`src/rtl/allocator_rr_nx1.sv`:
```
// Output-port allocator for a wormhole switch: round-robin arbitration among N_IN inputs,
// with the output locked to the winning input from its head flit until its tail is accepted.
module allocator_rr_nx1 #(
    parameter int unsigned N_IN     = 4,
    parameter int unsigned FLIT_W   = 80,
    parameter int unsigned FTYPE_W  = 2,
    parameter int unsigned PORT_W   = 3,
    parameter logic [FTYPE_W-1:0] ENC_HEAD = 2'b00,
    parameter logic [FTYPE_W-1:0] ENC_PAYL = 2'b01,
    parameter logic [FTYPE_W-1:0] ENC_TAIL = 2'b10,
    parameter logic [FTYPE_W-1:0] ENC_SING = 2'b11
) (
    input  logic                     clk,
    input  logic                     rst,
    input  logic [PORT_W-1:0]        which_port,
    input  logic [N_IN*FLIT_W-1:0]   flit_in,
    input  logic [N_IN-1:0]          valid_in,
    input  logic                     busy_in,
    output logic [N_IN-1:0]          select,
    output logic                     valid_out,
    output logic [N_IN-1:0]          bwd_stall,
    output logic                     shift_ctl,
    output logic                     locked
);

    localparam int unsigned PtrW = (N_IN > 1) ? $clog2(N_IN) : 1;

    logic [N_IN-1:0] owner_q, owner_d;
    logic [PtrW-1:0] ptr_q, ptr_d;

    logic [N_IN-1:0] is_head, is_tail, is_sing, request;
    logic [N_IN-1:0] grant, want, sel_int, accept;
    logic [PtrW-1:0] grant_idx;
    logic            grant_any;
    logic            avail;

    // Payload flits need no decode: they reach the output only through the owner lock.
    logic [N_IN-1:0] unused_payl;
    logic            unused_flit_bits;
    assign unused_flit_bits = ^flit_in;

    for (genvar i = 0; i < N_IN; i++) begin : g_dec
        logic [FTYPE_W-1:0] ftype;
        logic [PORT_W-1:0]  port_id;

        assign ftype   = flit_in[i*FLIT_W +: FTYPE_W];
        assign port_id = flit_in[i*FLIT_W+FTYPE_W +: PORT_W];

        assign is_head[i]     = valid_in[i] & (ftype == ENC_HEAD);
        assign unused_payl[i] = valid_in[i] & (ftype == ENC_PAYL);
        assign is_tail[i]     = valid_in[i] & (ftype == ENC_TAIL);
        assign is_sing[i]     = valid_in[i] & (ftype == ENC_SING);
        assign request[i]     = (is_head[i] | is_sing[i]) & (port_id == which_port);
    end

    assign avail = (owner_q == '0) & ~busy_in;

    // First requester found scanning from ptr_q upward with wrap-around.
    always_comb begin
        int unsigned idx;
        idx       = 0;
        grant     = '0;
        grant_idx = '0;
        grant_any = 1'b0;
        if (avail) begin
            for (int unsigned off = 0; off < N_IN; off++) begin
                idx = 32'(ptr_q) + off;
                if (idx >= N_IN) begin
                    idx = idx - N_IN;
                end
                if (!grant_any && request[idx]) begin
                    grant[idx] = 1'b1;
                    grant_idx  = PtrW'(idx);
                    grant_any  = 1'b1;
                end
            end
        end
    end

    assign want    = (request | owner_q) & valid_in;
    assign sel_int = grant | owner_q;
    assign accept  = want & sel_int & ~{N_IN{busy_in}};

    assign select    = grant | (owner_q & valid_in);
    assign valid_out = (|(owner_q & valid_in)) | ((|request) & (owner_q == '0));
    assign bwd_stall = want & (~sel_int | {N_IN{busy_in}});
    assign shift_ctl = grant_any;
    assign locked    = |owner_q;

    // Singles never lock; a tail frees the output only once it has actually been taken.
    assign owner_d = (grant & is_head) | (owner_q & ~(is_tail & accept));

    always_comb begin
        ptr_d = ptr_q;
        if (grant_any) begin
            ptr_d = (32'(grant_idx) + 32'd1 == N_IN) ? '0 : grant_idx + 1'b1;
        end
    end

    always_ff @(posedge clk) begin
        if (rst) begin
            owner_q <= '0;
            ptr_q   <= '0;
        end else begin
            owner_q <= owner_d;
            ptr_q   <= ptr_d;
        end
    end

    a_owner_onehot0 : assert property (@(posedge clk) disable iff (rst) $onehot0(owner_q));
    a_select_onehot0 : assert property (@(posedge clk) disable iff (rst) $onehot0(select));
    a_grant_free : assert property (@(posedge clk) disable iff (rst)
        (grant != '0) |-> (owner_q == '0));

endmodule
```
`config.mk`:
```
export PLATFORM = sky130hd
export DESIGN_NAME = allocator_rr_nx1
export DESIGN_NICKNAME = d
export VERILOG_FILES = /design/src/rtl/allocator_rr_nx1.sv
export SDC_FILE = /design/constraint.sdc
export NUM_CORES = 1
export LEC_CHECK = 0
export CORE_AREA = 2 2 131 133
export CTS_CLUSTER_DIAMETER = 50
export DETAILED_ROUTE_END_ITERATION = 10
export DIE_AREA = 0 0 133 135
export HOLD_SLACK_MARGIN = 0.08
export PLACE_DENSITY_LB_ADDON = 0.08
export SLEW_MARGIN = 30
export SYNTH_ARGS = -nofsm -noshare
export SYNTH_HDL_FRONTEND = slang
export SYNTH_SLANG_ARGS = --single-unit
```
`constraint.sdc`:
```
create_clock -name clk -period 6.8 [get_ports clk]
set_input_delay 1.02 -clock clk [delete_from_list [all_inputs] [get_ports clk]]
set_output_delay 1.02 -clock clk [all_outputs]
set_load 0.01 [all_outputs]
```
==> metrics.csv, run 1 <==
stage,metric,value,unit
outcome,status,completed,
sta,rsz0062_at_grt,false,
worst_setup_path,worst_ep_required_time,5.78,ns
placed_design,place_area,1870,µm²
synth,synth-seq-cells,6,
clock_tree,cts_setup_buffers,0,
synth,synth_top_area_share,9.93,%
drt,routed-wl-met2,2.85,mm
drt,drtIter0Drc,49,
finish,multi_input_area,1030,µm²
sta,hold_viol,0,
drt,wl_per_cell,14.2,µm
finish,synthToLayoutAreaGrowth,60.6,%
synth,ys.flop_type,dfxtp_1,
global_route,grt_pass1_vias,1444,
finish,diodes,0,
synth,ys_top_cells_by_area,"dfxtp_1, ha_1, nand2_1, xnor2_1, xor2_1",
pwr,p_per_area,240,nW/µm²
finish,final_common_cell,clkdlybuf4s50_1,
worst_setup_path,rr_worst_depth,7,
finish,mostFrequentLayoutCells,"clkdlybuf4s50_1, nand2_1, inv_1, nand2b_1, ha_1",
worst_setup_path,path_class,in -> out,
synth,synth-edff-count,0,
drt,drcViolationCount,0,
drt,top_layer_used,met3,
sta,report.final.slew_viol_count,0,
finish,fill_cells,1915,
clock_tree,cts_resized,0,
pwr,p_leak,0.646,nW
global_route,grt_max_degree,18,
drt,vias_per_cell,3.28,
sta,max_freq,182,MHz
clock_tree,clock_latency,0.23,ns
worst_setup_path,crit_path_cell_trace,clkdlybuf4s50_1 -> xnor2_1 -> nand3_1 -> or2_2 -> mux4_2 -> nand2_1 -> nor4_4 -> a21oi_1 -> and3_1 -> clkdlybuf4s50_1,
worst_setup_path,endpoint_kind,output pin,
synth,async_reset_ff_share,0,%
clock_tree,clkTransAtPathRegs,0.04,ns
global_route,grt_pass1_wl,8.92,mm
worst_setup_path,worst_path_most_repeated_cell,clkdlybuf4s50_1,
die,start_util,7.37,%
sta,setup_tns,0,ns
worst_setup_path,critPathSlowestCell,clkdlybuf4s50_1,
synth,postSynthAreaPerCell,7.86,µm²
worst_hold_path,hold_path.class,reg -> reg,
finish,fin_util,11.8,%
synth,syn-cell-area,1210,µm²
worst_setup_path,crit_fanout,8,
clock_tree,ctsLongestPathBuffers,2,
synth,ys_warn_count,0,
finish,nets,533,
die,io_pins,341,
worst_setup_path,reg2reg_to,owner_q[1],
synth,synth.distinct_cells,49,
global_route,track_usage,6.51,%
synth,syn_inst,154,
placed_design,io_buffers,40,
clock_tree,cts_buffers,3,
die,chipHeight,135,µm
global_route,grt_antenna_before_repair,0,
drt,vias,1354,
clock_tree,cts_root_buf,clkbuf_16,
worst_setup_path,max_stage_delay,0.61,ns
run,cap_violations,0,
sta,finalCritPeriodShare,80.8,%
die,std_cell_rows,47,
die,coreArea,16400,µm²
worst_setup_path,r2r_slack,3.69,ns
placed_design,routabilityCongestion,0.672,
placed_design,dpl.hpwl,4.86,mm
drt,met3_length,236,µm
synth,ys_seq_area_share,9.93,%
drt,wirelength,5.85,mm
drt,ant_nets,0,
die,die-area,18000,µm²
worst_hold_path,hold_start,owner_q[3],
clock_tree,htree_levels,1,
synth,syn-num-nets,492,
sta,worst_pin_slew,0.568,ns
pwr,finalPower,0.467,mW
finish,layout-drive-gt1-share,8.81,%
sta,period_minus_slack,5.50,ns
worst_setup_path,crit_arrival,4.48,ns
clock_tree,cts_sinks,6,
finish,register_area,120,µm²
worst_setup_path,startpoint_type,input port,
finish,design_area,1940,µm²
worst_hold_path,holdPathEnd,owner_q[3],
worst_setup_path,timing.rr.start,ptr_q[1],
sta,timing.final.setup_violations,0,
die,die_w,133,µm
drt,dr.pass1.iters,4,
pwr,ir_drop,0.0805,mV
sta,finClkSkew,0.00232,ns
worst_hold_path,hold_path_depth,2,
drt,met1_length,2.77,mm
global_route,grt_overflow,0,
sta,relSlewSlack,62.1,%
clock_tree,cts_hold_buf,0,
clock_tree,cts_tree,done,
synth,synth_area_leader_cell,dfxtp_1,
## where the power goes
group	internal, mW	switching (mW)
Sequential	0.0417	0.0137
Clock	0.0755	0.0199
Combinational	0.135	0.181
## stage by stage
step                std cells  hold slack [ns]  setup WS, ns
global placement          410            0.545          1.09
CTS                       413            0.547          1.14
detailed placement        410            0.541          1.14
finish                    413            0.544          1.30
global route              413            0.563          1.03
floorplan                 154            0.484          2.90
## registers in the layout, summed over array words and instances (netlist names)
register	flops
ptr_q	2
owner_q	4
## layout make-up
cell class	count	share of cell area, %
multi-input combinational	134	53.1
timing repair buffer	41	21.0
tap	220	14.2
sequential	6	6.18
clock buffer	3	3.86
inverter	9	1.74
## logic make-up after synthesis
family                     synth area share (%)
AOI/OAI and AO/OA                          29.0
xor gates and xnor gates                   10.1
adders and majority gates                  8.27
buffers and inverters                      4.86
DFF                                        9.93
muxes                                      5.89
and+or+nand+nor                            32.0
## critical path, delay by kind of cell
kind	cells	cell delay [ns]
buffers and inverters	2	1.14
AND/OR/NAND/NOR	5	1.14
multiplexers	1	0.60
AO/OA/AOI/OAI	1	0.42
XOR/XNOR	1	0.15
## cell usage after synthesis (2+ instances only)
cell type / number
a21oi_1: 7
a31oi_1: 4
and2_1: 2
and3_1: 5
dfxtp_1: 6
ha_1: 8
inv_1: 9
mux4_2: 2
nand2_1: 19
nand2b_1: 9
nand3_1: 7
nand4_1: 4
nor2_1: 6
nor3_1: 3
nor4b_1: 2
o21ai_0: 7
o311ai_0: 4
o31a_1: 2
o41ai_1: 4
or2_2: 2
or4_1: 2
xnor2_1: 7
xor2_1: 7
## worst max path at each step
stage | cells past startpoint | from | end
finish | 10 | which_port[1] | bwd_stall[1]
global route | 10 | which_port[2] | bwd_stall[1]
CTS | 10 | which_port[1] | bwd_stall[1]
detailed placement | 10 | which_port[1] | bwd_stall[1]
global placement | 10 | flit_in[161] | bwd_stall[1]
floorplan | 8 | flit_in[242] | bwd_stall[1]
## per-layer routing
metal | GRT usage (%) | vias up
li1 | - | 666
met1 | 8.74 | 647
met2 | 11.2 | 41
met3 | 1.28 | 0
met4 | 0.597 | 0
met5 | 0 | -
Power figures use the tool's default switching activity.
==> run 2: changes to the inputs <==
--- a/config.mk
+++ b/config.mk
@@ -5,10 +5,10 @@
 export SDC_FILE = /design/constraint.sdc
 export NUM_CORES = 1
 export LEC_CHECK = 0
-export CORE_AREA = 2 2 131 133
+export CORE_AREA = 2 2 132 134
 export CTS_CLUSTER_DIAMETER = 50
 export DETAILED_ROUTE_END_ITERATION = 10
-export DIE_AREA = 0 0 133 135
+export DIE_AREA = 0 0 134 136
 export HOLD_SLACK_MARGIN = 0.08
 export PLACE_DENSITY_LB_ADDON = 0.08
 export SLEW_MARGIN = 30
==> constraint.sdc (replaced) <==
create_clock -name clk -period 5.8 [get_ports clk]
set_input_delay 0.87 -clock clk [delete_from_list [all_inputs] [get_ports clk]]
set_output_delay 0.87 -clock clk [all_outputs]
set_load 0.01 [all_outputs]
==> run 2 against run 1 <==
  * Global-route usage about the same
  * Final cell count increased by 2.4%
  * Non-clock buffer count increased by 5
  * Combinational power increased by 25%
  * Register-to-register slack got worse by 0.68 ns
  * Critical path depth unchanged
  * Worst hold slack got worse by 0.0056 ns
  * First-iteration DRC count decreased by 12%
  * Sequential share of layout area decreased by 0.14 points
  * Die area increased by 1.5%
  * Clock skew about the same
  * Count of clock-buffer cells in the layout unchanged
==> metrics.csv, run 2 (synthesis results as in run 1) <==
stage,metric,value,unit
worst_setup_path,reg2reg_to,owner_q[1],
drt,dr.pass1.iters,4,
worst_setup_path,rr_worst_depth,8,
sta,period_minus_slack,5.26,ns
finish,mostFrequentLayoutCells,"clkdlybuf4s50_1, nand2_1, inv_1, nand2b_1, ha_1",
placed_design,io_buffers,40,
sta,max_freq,190,MHz
die,coreArea,16900,µm²
finish,design_area,1990,µm²
die,start_util,7.17,%
worst_setup_path,endpoint_kind,output pin,
clock_tree,cts_tree,done,
worst_setup_path,timing.rr.start,ptr_q[1],
clock_tree,cts_sinks,6,
pwr,ir_drop,0.109,mV
global_route,grt_pass1_wl,9.05,mm
pwr,p_per_area,281,nW/µm²
sta,hold_viol,0,
sta,report.final.slew_viol_count,0,
sta,worst_pin_slew,0.516,ns
drt,wirelength,5.90,mm
clock_tree,htree_levels,1,
finish,nets,538,
global_route,grt_overflow,0,
worst_setup_path,worst_ep_required_time,4.93,ns
clock_tree,cts_setup_buffers,0,
placed_design,placed_cells,420,
placed_design,dpl.hpwl,4.96,mm
die,std_cell_rows,48,
global_route,track_usage,6.55,%
worst_hold_path,hold_path.class,reg -> reg,
sta,finClkSkew,0.00207,ns
finish,largest_register,owner_q,
clock_tree,cts_resized,0,
clock_tree,cts_buffers,3,
worst_hold_path,holdPathEnd,owner_q[0],
placed_design,routabilityCongestion,0.665,
die,die-area,18200,µm²
worst_setup_path,startpoint_type,input port,
sta,relSlewSlack,65.6,%
die,chipHeight,136,µm
worst_setup_path,crit_fanout,8,
clock_tree,clkTransAtPathRegs,0.03,ns
global_route,grt_pass1_vias,1465,
finish,layout-drive-gt1-share,11.1,%
finish,final_common_cell,clkdlybuf4s50_1,
drt,drtIter0Drc,43,
die,die_w,134,µm
drt,vias_per_cell,3.22,
worst_setup_path,path_class,in -> out,
clock_tree,cts_root_buf,clkbuf_16,
worst_hold_path,hold_path_depth,2,
sta,rsz0062_at_grt,false,
finish,largestRegisters,"owner_q: 4 flops, ptr_q: 2 flops",
clock_tree,cts_hold_buf,0,
sta,fin_hold_ws,0.539,ns
finish,diodes,0,
finish,layout.cells.non_filler,423,
global_route,grt_max_degree,17,
finish,synthToLayoutAreaGrowth,64.2,%
sta,finalCritPeriodShare,90.7,%
clock_tree,clock_latency,0.23,ns
drt,drcViolationCount,0,
worst_setup_path,r2r_slack,3.01,ns
placed_design,place_area,1910,µm²
clock_tree,ctsLongestPathBuffers,2,
die,io_pins,341,
finish,largest_register_ffs,4,
pwr,finalPower,0.559,mW
drt,ant_nets,0,
finish,fill_cells,1927,
pwr,p_leak,0.669,nW
run,cap_violations,0,
worst_hold_path,hold_start,owner_q[0],
sta,timing.final.setup_violations,0,
finish,multi_input_area,1030,µm²
outcome,status,completed,
worst_setup_path,crit_arrival,4.39,ns
drt,vias,1362,
finish,register_area,120,µm²
sta,setup_tns,0,ns
global_route,grt_antenna_before_repair,0,
drt,wl_per_cell,14.0,µm
==> run 2: cell types whose count changed in the layout (fill, tap and decap cells not counted), sizes merged <==
cell / before / now
buf: 1 / 6
==> run 2: critical path, cell delays in order <==
cell and delay, ns:
clkdlybuf4s50_1 0.55, xor2_1 0.22, nor3_1 0.41, nand3_1 0.25
mux4_2 0.62, nand2_1 0.15, nor4_4 0.07, a21oi_1 0.45
and3_1 0.24, clkdlybuf4s50_1 0.54
==> run 2: worst max path at each step <==
stage / startpoint / endpoint / slack (ns) / cells past startpoint
floorplan: flit_in[242] / bwd_stall[1] / 2.20 / 8
global placement: which_port[2] / bwd_stall[1] / 0.54 / 10
detailed placement: which_port[2] / bwd_stall[1] / 0.55 / 10
CTS: which_port[2] / bwd_stall[1] / 0.55 / 10
global route: which_port[2] / bwd_stall[1] / 0.33 / 10
finish: which_port[2] / bwd_stall[1] / 0.54 / 10
==> run 2: final cells by class <==
cell class                 instances  area share (%)
clock buffer                       3            3.78
inverter                           9            1.70
multi-input combinational        134            51.9
sequential                         6            6.05
tap                              225            14.2
timing repair buffer              46            22.4
==> run 2: layer usage <==
metal  GRT usage [%]  routed length, µm  vias up  share of wire (%)
met3            1.64                287        0                4.9
met1            8.59               2800      638                 47
met5               0                  0        -                  0
li1                -                  -      681                  -
met4           0.709                  0        0                  0
met2            11.2               2820       43                 48
==> run 2: metrics by stage <==
stage          setup slack, ns  utilization [%]
3_3_place_gp             0.542             11.3
5_1_grt                  0.333             11.8
6_report                 0.539             11.8
2_1_floorplan             2.20                -
4_1_cts                  0.551             11.8
3_5_place_dp             0.547             11.3
==> run 2: report_power, final <==
group	internal (mW)	total, mW	switching (mW)	leakage, nW
clock	0.0885	0.112	0.0235	0.0370
sequential	0.0489	0.0520	0.00310	0.0486
combinational	0.167	0.394	0.227	0.584
==> run 3: changes to the inputs <==
--- a/config.mk
+++ b/config.mk
@@ -10,6 +10,7 @@
 export DETAILED_ROUTE_END_ITERATION = 10
 export DIE_AREA = 0 0 134 136
 export HOLD_SLACK_MARGIN = 0.08
+export MAX_ROUTING_LAYER = met4
 export PLACE_DENSITY_LB_ADDON = 0.08
 export SLEW_MARGIN = 30
 export SYNTH_ARGS = -nofsm -noshare
==> run 3 against run 2 <==
  * Sequential share of layout area unchanged
  * Via count is 0.44% higher
  * Largest cell class unchanged
  * Core utilization did not move
  * Count of clock-buffer cells in the layout unchanged
  * Worst setup slack worse by 0.029 ns
  * Highest routed layer is now met4
  * Design area is the same
  * Sequential cell count did not move
==> metrics.csv, run 3 (synthesis results as in run 1) <==
stage,metric,value,unit
worst_setup_path,worst_ep_required_time,4.93,ns
drt,vias_per_cell,3.23,
drt,vias,1368,
clock_tree,cts_setup_buffers,0,
placed_design,place_area,1910,µm²
clock_tree,clkTransAtPathRegs,0.04,ns
finish,diodes,0,
finish,largest_register,owner_q,
die,io_pins,341,
clock_tree,clock_latency,0.23,ns
worst_setup_path,path_class,in -> out,
drt,drcViolationCount,0,
clock_tree,cts_sinks,6,
drt,ant_nets,0,
sta,finalCritPeriodShare,91.2,%
finish,largest_register_ffs,4,
clock_tree,ctsLongestPathBuffers,2,
die,chipHeight,136,µm
sta,finClkSkew,0.00203,ns
placed_design,dpl.hpwl,4.96,mm
die,std_cell_rows,48,
worst_setup_path,crit_arrival,4.42,ns
drt,wl_per_cell,14.0,µm
pwr,ir_drop,0.109,mV
global_route,track_usage,6.77,%
finish,design_area,1990,µm²
sta,period_minus_slack,5.29,ns
worst_setup_path,crit_fanout,8,
sta,relSlewSlack,62.7,%
die,die_w,134,µm
global_route,grt_max_degree,17,
finish,synthToLayoutAreaGrowth,64.2,%
finish,layout-drive-gt1-share,11.1,%
drt,dr.pass1.iters,4,
finish,nets,538,
die,coreArea,16900,µm²
clock_tree,cts_resized,0,
die,die-area,18200,µm²
finish,mostFrequentLayoutCells,"clkdlybuf4s50_1, nand2_1, inv_1, nand2b_1, ha_1",
sta,setup_tns,0,ns
drt,wirelength,5.93,mm
drt,drtIter0Drc,34,
sta,rsz0062_at_grt,false,
global_route,grt_overflow,0,
global_route,grt_antenna_before_repair,0,
run,cap_violations,0,
clock_tree,cts_tree,done,
worst_hold_path,hold_path.class,reg -> reg,
finish,largestRegisters,"owner_q: 4 flops, ptr_q: 2 flops",
outcome,status,completed,
pwr,p_leak,0.669,nW
sta,worst_pin_slew,0.559,ns
clock_tree,htree_levels,1,
worst_setup_path,endpoint_kind,output pin,
global_route,grt_pass1_wl,9.05,mm
sta,report.final.slew_viol_count,0,
pwr,p_per_area,282,nW/µm²
clock_tree,cts_root_buf,clkbuf_16,
sta,max_freq,189,MHz
global_route,grt_pass1_vias,1457,
worst_setup_path,startpoint_type,input port,
die,start_util,7.17,%
clock_tree,cts_buffers,3,
clock_tree,cts_hold_buf,0,
placed_design,routabilityCongestion,0.671,
sta,timing.final.setup_violations,0,
finish,fill_cells,1927,
placed_design,io_buffers,40,
finish,final_common_cell,clkdlybuf4s50_1,
sta,hold_viol,0,
[run 3: cell counts in the layout (fill, tap and decap cells not counted)]
Identical to the previous run, type by type.
[run 3: through the flow]
stage	utilization (%)	hold slack [ns]	setup WS, ns	power, mW	cells
finish	11.8	0.539	0.510	0.561	423
global route	11.8	0.581	0.318	0.609	423
CTS	11.8	0.546	0.551	0.573	423
detailed placement	11.3	0.538	0.547	0.456	420
global placement	11.3	0.541	0.542	0.466	420
floorplan	-	0.484	2.20	0.288	154
[run 3: cell type report]
class / count / area (µm²) / share of cell area (%)
multi-input cells: 134 / 1030 / 51.9
repair buffers: 46 / 445 / 22.4
well taps: 225 / 282 / 14.2
flip-flops and latches: 6 / 120 / 6.05
clock buffers: 3 / 75.1 / 3.78
inverters: 9 / 33.8 / 1.70
[run 3: report_power, final]
part / leakage [nW] / internal [mW] / switching [mW]
registers: 0.0486 / 0.0489 / 0.00314
logic: 0.584 / 0.167 / 0.229
clock network: 0.0370 / 0.0885 / 0.0235
total: 0.669 / 0.305 / 0.256
[run 3: worst paths after layout]
kind / start / endpoint / slack (ns) / cells past startpoint
worst max-delay path: which_port[2] / bwd_stall[1] / 0.51 / 10
worst min-delay path: owner_q[3] / owner_q[3] / 0.54 / 2
worst max register to register: ptr_q[1] / owner_q[1] / 2.98 / 8
worst min register to register: owner_q[3] / owner_q[3] / 0.54 / 2
[run 3: worst max-delay path, stage by stage]
cell and delay (ns):
clkdlybuf4s50_1 0.55, xor2_1 0.22, nor3_1 0.41, nand3_1 0.25, mux4_2 0.61, nand2_1 0.15
nor4_4 0.07, a21oi_1 0.49, and3_1 0.25, clkdlybuf4s50_1 0.54
[run 3: per-layer routing]
| layer | track usage, % | up-vias | share of wire (%) |
|---|---|---|---|
| li1 | - | 682 | - |
| met2 | 11.2 | 33 | 48 |
| met5 | - | - | 0 |
| met3 | 1.27 | 2 | 3.3 |
| met1 | 8.86 | 651 | 49 |
| met4 | 0.709 | 0 | 0.32 |
